[src/rtl/calc_pkg.sv]
// Shared definitions for the calculator: key codes, display codes,
// FSM states and the arithmetic operator encoding.
package calc_pkg;

  // Key codes (0-9 are decimal digits)
  localparam logic [3:0] KEY_ADD   = 4'd10;
  localparam logic [3:0] KEY_SUB   = 4'd11;
  localparam logic [3:0] KEY_MUL   = 4'd12;
  localparam logic [3:0] KEY_DIV   = 4'd13;
  localparam logic [3:0] KEY_CLEAR = 4'd14;
  localparam logic [3:0] KEY_ENTER = 4'd15;

  // Display codes (0-9 are decimal digits)
  localparam logic [3:0] DISP_ADD   = 4'hA;
  localparam logic [3:0] DISP_SUB   = 4'hB;
  localparam logic [3:0] DISP_MUL   = 4'hC;
  localparam logic [3:0] DISP_DIV   = 4'hD;
  localparam logic [3:0] DISP_ERR   = 4'hE;
  localparam logic [3:0] DISP_BLANK = 4'hF;

  typedef enum logic [1:0] {
    A_ENT = 2'd0,
    B_ENT = 2'd1,
    CONV  = 2'd2,
    SHOW  = 2'd3
  } state_e;

  typedef enum logic [1:0] {
    OP_ADD = 2'd0,
    OP_SUB = 2'd1,
    OP_MUL = 2'd2,
    OP_DIV = 2'd3
  } op_e;

  function automatic logic is_digit(input logic [3:0] k);
    return k <= 4'd9;
  endfunction

  function automatic logic [3:0] op_disp(input op_e op);
    case (op)
      OP_ADD:  return DISP_ADD;
      OP_SUB:  return DISP_SUB;
      OP_MUL:  return DISP_MUL;
      OP_DIV:  return DISP_DIV;
      default: return DISP_BLANK;
    endcase
  endfunction

endpackage

[src/rtl/bin2bcd_seq.sv]
// Sequential double-dabble converter: one result bit per cycle, BIN_W
// cycles per conversion. abort drops an in-flight conversion silently.
module bin2bcd_seq #(
  parameter int BIN_W = 14,
  parameter int DIG   = 4
) (
  input  logic             clk,
  input  logic             rst,
  input  logic             start,
  input  logic             abort,
  input  logic [BIN_W-1:0] bin,
  output logic             busy,
  output logic             done,
  output logic [4*DIG-1:0] bcd
);

  localparam int CNT_W = $clog2(BIN_W + 1);
  localparam int BCD_W = 4 * DIG;

  logic [BIN_W-1:0] bin_q, bin_d;
  logic [BCD_W-1:0] bcd_q, bcd_d;
  logic [BCD_W-1:0] bcd_adj;
  logic [CNT_W-1:0] cnt_q, cnt_d;
  logic             run_q, run_d;

  // Add-3 correction of every BCD digit that is 5 or more before the shift
  always_comb begin
    bcd_adj = bcd_q;
    for (int i = 0; i < DIG; i++) begin
      if (bcd_q[4*i +: 4] >= 4'd5) bcd_adj[4*i +: 4] = bcd_q[4*i +: 4] + 4'd3;
    end
  end

  // Next-state: load on start, shift one bit per cycle while running
  always_comb begin
    // NOTE: every output of a combinational block gets a default first so no path leaves it unassigned (which would infer a latch).
    bin_d = bin_q;
    bcd_d = bcd_q;
    cnt_d = cnt_q;
    run_d = run_q;
    if (abort) begin
      run_d = 1'b0;
      cnt_d = '0;
    end else if (start) begin
      bin_d = bin;
      bcd_d = '0;
      cnt_d = CNT_W'(BIN_W);
      run_d = 1'b1;
    end else if (run_q) begin
      bcd_d = BCD_W'({bcd_adj, bin_q[BIN_W-1]});
      bin_d = bin_q << 1;
      cnt_d = cnt_q - CNT_W'(1);
      if (cnt_q == CNT_W'(1)) run_d = 1'b0;
    end
  end

  // Converter state registers
  always_ff @(posedge clk or posedge rst) begin
    // NOTE: registers are only assigned with <= so every flop samples the pre-edge values regardless of statement order.
    if (rst) begin
      // NOTE: bcd_q is small datapath state, so it is reset too; the display never shows X after power-up.
      bin_q <= '0;
      bcd_q <= '0;
      cnt_q <= '0;
      run_q <= 1'b0;
    end else begin
      bin_q <= bin_d;
      bcd_q <= bcd_d;
      cnt_q <= cnt_d;
      run_q <= run_d;
    end
  end

  assign busy = run_q;
  assign done = run_q && (cnt_q == CNT_W'(1)) && !abort;
  assign bcd  = bcd_q;

endmodule

[src/rtl/calc_fsm_param.sv]
// Four-function keypad calculator with BCD display.
// Optional feature: define CALC_DIV_EN to enable the division key (13);
// without it key 13 is ignored and no divider is built.
module calc_fsm_param #(
  parameter int OP_DIG   = 2,
  parameter int DISP_DIG = 5
) (
  input  logic                  clk,
  input  logic                  rst,
  input  logic                  key_valid,
  input  logic [3:0]            key,
  output logic [4*DISP_DIG-1:0] disp_bcd,
  output logic                  busy,
  output logic                  result_valid
);

  import calc_pkg::*;

  localparam int RES_DIG = 2 * OP_DIG;
  localparam int RES_W   = $clog2(10 ** RES_DIG);
  localparam int OPW4    = 4 * OP_DIG;

  if (OP_DIG < 1 || OP_DIG > 4) begin : g_bad_op_dig
    $error("calc_fsm_param: OP_DIG must be 1..4");
  end
  if (DISP_DIG < 2 * OP_DIG + 1) begin : g_bad_disp_dig
    $error("calc_fsm_param: DISP_DIG must be >= 2*OP_DIG+1");
  end

  state_e            state_q, state_d;
  logic [OPW4-1:0]   a_q, a_d, b_q, b_d;
  logic [2:0]        a_cnt_q, a_cnt_d, b_cnt_q, b_cnt_d;
  op_e               op_q, op_d;
  logic              neg_q, neg_d, err_q, err_d;
  logic              res_valid_q, res_valid_d;

  logic              key_clear, key_op;
  op_e               key_op_code;
  logic [RES_W-1:0]  a_val, b_val, res;
  logic              res_neg, res_err;
  logic              conv_start, conv_done, conv_busy;
  logic [4*RES_DIG-1:0] conv_bcd;
  logic              lead_zero;

  // Operands are held as BCD digits; this folds them into a binary value
  function automatic logic [RES_W-1:0] digits_to_bin(input logic [OPW4-1:0] d);
    logic [RES_W-1:0] v;
    v = '0;
    for (int i = OP_DIG - 1; i >= 0; i--) v = v * RES_W'(10) + RES_W'(d[4*i +: 4]);
    return v;
  endfunction

  assign key_clear  = key_valid && (key == KEY_CLEAR);
  assign conv_start = (state_q == B_ENT) && key_valid && (key == KEY_ENTER);
  assign a_val      = digits_to_bin(a_q);
  assign b_val      = digits_to_bin(b_q);

  // Decode operator keys; key 13 only counts when division is built in
  always_comb begin
    key_op      = 1'b1;
    key_op_code = OP_ADD;
    case (key)
      KEY_ADD: key_op_code = OP_ADD;
      KEY_SUB: key_op_code = OP_SUB;
      KEY_MUL: key_op_code = OP_MUL;
`ifdef CALC_DIV_EN
      KEY_DIV: key_op_code = OP_DIV;
`endif
      default: key_op = 1'b0;
    endcase
  end

  // Result of the latched operation on the two entered operands
  always_comb begin
    res     = '0;
    res_neg = 1'b0;
    res_err = 1'b0;
    case (op_q)
      OP_ADD: res = a_val + b_val;
      OP_SUB: begin
        if (a_val < b_val) begin
          res     = b_val - a_val;
          res_neg = 1'b1;
        end else begin
          res = a_val - b_val;
        end
      end
      OP_MUL: res = a_val * b_val;
`ifdef CALC_DIV_EN
      OP_DIV: begin
        if (b_val == '0) res_err = 1'b1;
        else             res = a_val / b_val;
      end
`endif
      default: res = '0;
    endcase
  end

  // Key-driven state machine; clear wins over everything, including CONV
  always_comb begin
    state_d     = state_q;
    a_d         = a_q;
    a_cnt_d     = a_cnt_q;
    b_d         = b_q;
    b_cnt_d     = b_cnt_q;
    op_d        = op_q;
    neg_d       = neg_q;
    err_d       = err_q;
    res_valid_d = 1'b0;
    if (key_clear) begin
      state_d = A_ENT;
      a_d     = '0;
      a_cnt_d = '0;
      b_d     = '0;
      b_cnt_d = '0;
      op_d    = OP_ADD;
      neg_d   = 1'b0;
      err_d   = 1'b0;
    end else begin
      case (state_q)
        A_ENT: begin
          if (key_valid && is_digit(key)) begin
            if (a_cnt_q < 3'(OP_DIG)) begin
              a_d     = OPW4'({a_q, key});
              a_cnt_d = a_cnt_q + 3'd1;
            end
          end else if (key_valid && key_op) begin
            op_d    = key_op_code;
            state_d = B_ENT;
          end
        end
        B_ENT: begin
          if (key_valid && is_digit(key)) begin
            if (b_cnt_q < 3'(OP_DIG)) begin
              b_d     = OPW4'({b_q, key});
              b_cnt_d = b_cnt_q + 3'd1;
            end
          end else if (key_valid && key_op) begin
            op_d = key_op_code;
          end else if (conv_start) begin
            neg_d   = res_neg;
            err_d   = res_err;
            state_d = CONV;
          end
        end
        CONV: begin
          if (conv_done) begin
            state_d     = SHOW;
            res_valid_d = 1'b1;
          end
        end
        SHOW: begin
          if (key_valid && is_digit(key)) begin
            a_d     = OPW4'(key);
            a_cnt_d = 3'd1;
            b_d     = '0;
            b_cnt_d = '0;
            state_d = A_ENT;
          end
        end
        default: state_d = A_ENT;
      endcase
    end
  end

  // Controller registers
  always_ff @(posedge clk or posedge rst) begin
    if (rst) begin
      state_q     <= A_ENT;
      a_q         <= '0;
      a_cnt_q     <= '0;
      b_q         <= '0;
      b_cnt_q     <= '0;
      op_q        <= OP_ADD;
      neg_q       <= 1'b0;
      err_q       <= 1'b0;
      res_valid_q <= 1'b0;
    end else begin
      state_q     <= state_d;
      a_q         <= a_d;
      a_cnt_q     <= a_cnt_d;
      b_q         <= b_d;
      b_cnt_q     <= b_cnt_d;
      op_q        <= op_d;
      neg_q       <= neg_d;
      err_q       <= err_d;
      res_valid_q <= res_valid_d;
    end
  end

  bin2bcd_seq #(
    .BIN_W (RES_W),
    .DIG   (RES_DIG)
  ) u_bin2bcd (
    .clk   (clk),
    .rst   (rst),
    .start (conv_start),
    .abort (key_clear),
    .bin   (res),
    .busy  (conv_busy),
    .done  (conv_done),
    .bcd   (conv_bcd)
  );

  // Display mapping: right-aligned operand entry, or blanked result in SHOW
  always_comb begin
    disp_bcd  = {DISP_DIG{DISP_BLANK}};
    lead_zero = 1'b1;
    case (state_q)
      A_ENT: begin
        for (int i = 0; i < OP_DIG; i++) begin
          if (3'(i) < a_cnt_q) disp_bcd[4*i +: 4] = a_q[4*i +: 4];
        end
      end
      B_ENT, CONV: begin
        for (int i = 0; i < OP_DIG; i++) begin
          if (3'(i) < b_cnt_q) disp_bcd[4*i +: 4] = b_q[4*i +: 4];
        end
        disp_bcd[4*(DISP_DIG-1) +: 4] = op_disp(op_q);
      end
      SHOW: begin
        if (err_q) begin
          disp_bcd = {DISP_DIG{DISP_ERR}};
        end else begin
          for (int i = RES_DIG - 1; i >= 0; i--) begin
            if (!(lead_zero && (conv_bcd[4*i +: 4] == 4'd0) && (i != 0))) begin
              lead_zero          = 1'b0;
              disp_bcd[4*i +: 4] = conv_bcd[4*i +: 4];
            end
          end
          if (neg_q) disp_bcd[4*(DISP_DIG-1) +: 4] = DISP_SUB;
        end
      end
      default: disp_bcd = {DISP_DIG{DISP_BLANK}};
    endcase
  end

  assign busy         = conv_busy;
  assign result_valid = res_valid_q;

endmodule

[config.mk]
export PLATFORM = sky130hd
export DESIGN_NAME = calc_fsm_param
export DESIGN_NICKNAME = d
export VERILOG_FILES = /design/src/rtl/calc_pkg.sv /design/src/rtl/bin2bcd_seq.sv /design/src/rtl/calc_fsm_param.sv
export SDC_FILE = /design/constraint.sdc
export NUM_CORES = 1
export LEC_CHECK = 0
export BUFFER_PORTS_ARGS = -buffer_cell sky130_fd_sc_hd__buf_2
export CAP_MARGIN = 20
export CORE_MARGIN = 5
export CORE_UTILIZATION = 28
export CTS_CLUSTER_DIAMETER = 80
export DETAILED_ROUTE_END_ITERATION = 8
export PLACE_DENSITY = 0.43
export SLEW_MARGIN = 30
export SYNTH_ARGS = -nofsm -noshare
export SYNTH_HDL_FRONTEND = slang
export SYNTH_SLANG_ARGS = --single-unit
[constraint.sdc]
create_clock -name clk -period 7.6 [get_ports clk]
set_input_delay 0.38 -clock clk [delete_from_list [all_inputs] [get_ports clk]]
set_output_delay 0.38 -clock clk [all_outputs]
set_load 0.01 [all_outputs]
==> metrics.csv <==
stage;metric;value;unit
run_status;status;complete, no violations;
synthesis;syn_inst;918;
grt;antenna_found_initial;0;
cells_and_area;final_common_cell;inv_1;
synthesis;yosysSeqAreaShare;20.9;%
setup_path;critPathKind;reg -> reg;
clocking;clkTransAtPathRegs;0.06;ns
setup_path;cpPeakStageDelay;0.53;ns
clocking;insertion_delay;0.35;ns
synthesis;synth_edf_count;0;
setup_path;worstPathCellList;ha_1 -> ha_1 -> fa_1 -> nand2_1 -> or4_4 -> a31oi_4 -> inv_1 -> nand2_1 -> fa_1 -> fa_1 -> inv_1 -> fa_1 -> inv_1 -> fa_1 -> inv_1 -> ha_1 -> inv_1 -> nor2_1 -> nor4_1 -> o31ai_1 -> or2_1 -> nor4bb_1 -> nor4_1 -> nand2_1;
cells_and_area;layout.nets;1076;
sta;finalMaxSlewViolations;0;
detailed_routing;ant_nets;0;
floorplanning;io_pins;29;
cells_and_area;syn_to_final_growth;10.4;%
sta;tns;0;ns
clocking;cts-root-buf;clkbuf_16;
sta;finalClockSkew;0.0130;ns
detailed_routing;avgViaCountPerCell;4.94;
setup_path;cp.required;7.88;ns
sta;slew_headroom;41.2;%
sta;period_minus_slack;6.48;ns
sta;worstMarginPinSlew;0.880;ns
min_path;hold_path.class;in -> async;
synthesis;syn_area;7550;um^2
floorplanning;design.core.area;26700;um^2
clocking;clk_path_buf_depth;2;
synthesis;synth-seq-cells;63;
synthesis;ys_types;75;
grt;grt_pass1_wl;35800;um
clocking;postCtsResizedCells;0;
clocking;cts_setup_buffers;0;
detailed_routing;num_vias;6313;
sta;maxClockFrequency;154;MHz
synthesis;synth_ff_type;dfrtp_1;
synthesis;synth_fp_nets;1061;
synthesis;syn_avg_cell_area;8.22;um^2
clocking;cts_tree;done;
floorplanning;die_h;174;um
setup_path;cp_slowest_cell;fa_1;
sta;finalSetupViolations;0;
detailed_routing;wl_per_cell;17.3;um
detailed_routing;drt_first_pass_iters;6;
place;dp_hpwl;17600;um
sta;period_share;85.3;%
place;place_congestion;0.860;
cells_and_area;diodes;0;
place;io_buffer_count;27;
cells_and_area;layout.cells.most_common_list;inv_1, nor2_1, ha_1;
detailed_routing;drcViolationCount;0;
grt;grt_max_degree;64;
setup_path;cp-start-kind;register;
flow_run;cap_violations;0;
sta;finalHoldViolCount;0;
grt;grt_pass1_vias;6260;
clocking;cts_max_level;3;
setup_path;cp-end-kind;register;
setup_path;worstReg2RegStart;a_q[7];
clocking;cts_sinks;63;
grt;grtUsageTotal;14.8;%
setup_path;arrival;6.76;ns
sta;rsz0062_at_grt;no;
floorplanning;die_x;174;um
cells_and_area;drive_gt1_share;9.17;%
floorplanning;rows;60;
synthesis;ys_warn_count;0;
setup_path;crit_fanout;7;
setup_path;crit_start;a_q[7];
clocking;holdBufCountCts;0;
clocking;numCtsBuffers;9;
detailed_routing;drtIter0Drc;337;
grt;overflow;0;
floorplanning;initial_core_util;28.2;%
setup_path;worstRegToRegCells;24;
floorplanning;die_area;30300;um^2
synthesis;synthArstFlopShare;100;%
detailed_routing;drt_wl_total;22200;um
cells_and_area;nFillCells;2910;
per-layer routing:
metal,global-route usage [%],vias up,routed length [um]
met4,3.30,0,282
met1,21.3,3049,11000
met2,23.2,123,10000
met3,2.70,16,881
li1,-,3125,-
met5,0,-,0
per-stage QoR:
stage	instance area (um^2)	std cells	worst slack, ns	utilization [%]	hold slack [ns]
after floorplan	7550	918	1.58	-	0.445
after global placement	8050	1263	1.22	30.1	0.461
after detailed placement	8050	1263	1.14	30.1	0.474
after CTS	8320	1279	1.10	31.1	0.320
after global routing	8330	1279	0.771	31.2	0.253
final	8330	1279	1.12	31.2	0.165
Yosys cell counts (all sizes together) (11+ instances only):
library cell	n	share of area, %
a21oi	63	4.3
nand3	33	2.2
nand2b	11	0.91
inv	134	6.7
dfrtp	63	21
xor2	13	1.5
xnor2	29	3.6
o21ai	75	5.0
nor3	23	1.5
fa	52	14
ha	84	14
nand2	59	3.0
nor2	102	5.1
clkbuf	23	1.1
worst max-delay path, delay by kind of cell (launching register included):
kind	cells	cell delay (ns)
flip-flops	1	0.50
buffers and inverters	5	0.41
AND/OR/NAND/NOR	9	1.72
AO/OA/AOI/OAI	2	0.48
adder cells (fa/ha/maj)	8	3.29
registers in the layout, indices dropped and copies added (netlist names), 2 cells and up:
name             count
b_cnt_q              3
u_bin2bcd.bin_q     14
a_cnt_q              3
b_q                  8
op_q                 2
u_bin2bcd.bcd       16
u_bin2bcd.cnt_q      4
a_q                  8
state_q              2
final cells by class:
type	count	area (um^2)	area share [%]
multi-input cells	683	5320	63.8
flip-flops and latches	63	1580	18.9
inverters	139	522	6.26
well taps	341	427	5.12
clock buffers	9	225	2.70
repair buffers	37	214	2.57
clock inverters	7	48.8	0.585
worst paths after layout:
| path | slack [ns] | endpoint |
|---|---|---|
| worst min register to register | 0.49 | u_bin2bcd.bin_q[1] |
| worst min-delay path | 0.16 | u_bin2bcd.bcd[11] |
| worst max register to register | 1.12 | u_bin2bcd.bin_q[13] |
| min in group clk | 0.37 | b_q[1] |
| max in group asynchronous | 6.97 | b_q[3] |
| worst max-delay path | 1.12 | u_bin2bcd.bin_q[13] |
logic make-up after synthesis:
group,synth area share (%)
AO/OA/AOI/OAI,19.1
XOR/XNOR,5.07
adder cells (fa/ha/maj),27.7
buffers and inverters,8.90
flip-flops,20.9
multiplexers,1.87
other,0.0497
AND/OR/NAND/NOR,16.4
Power is not shown: default switching activity piles up to over one toggle a cycle in this logic, so the estimate is an artifact.
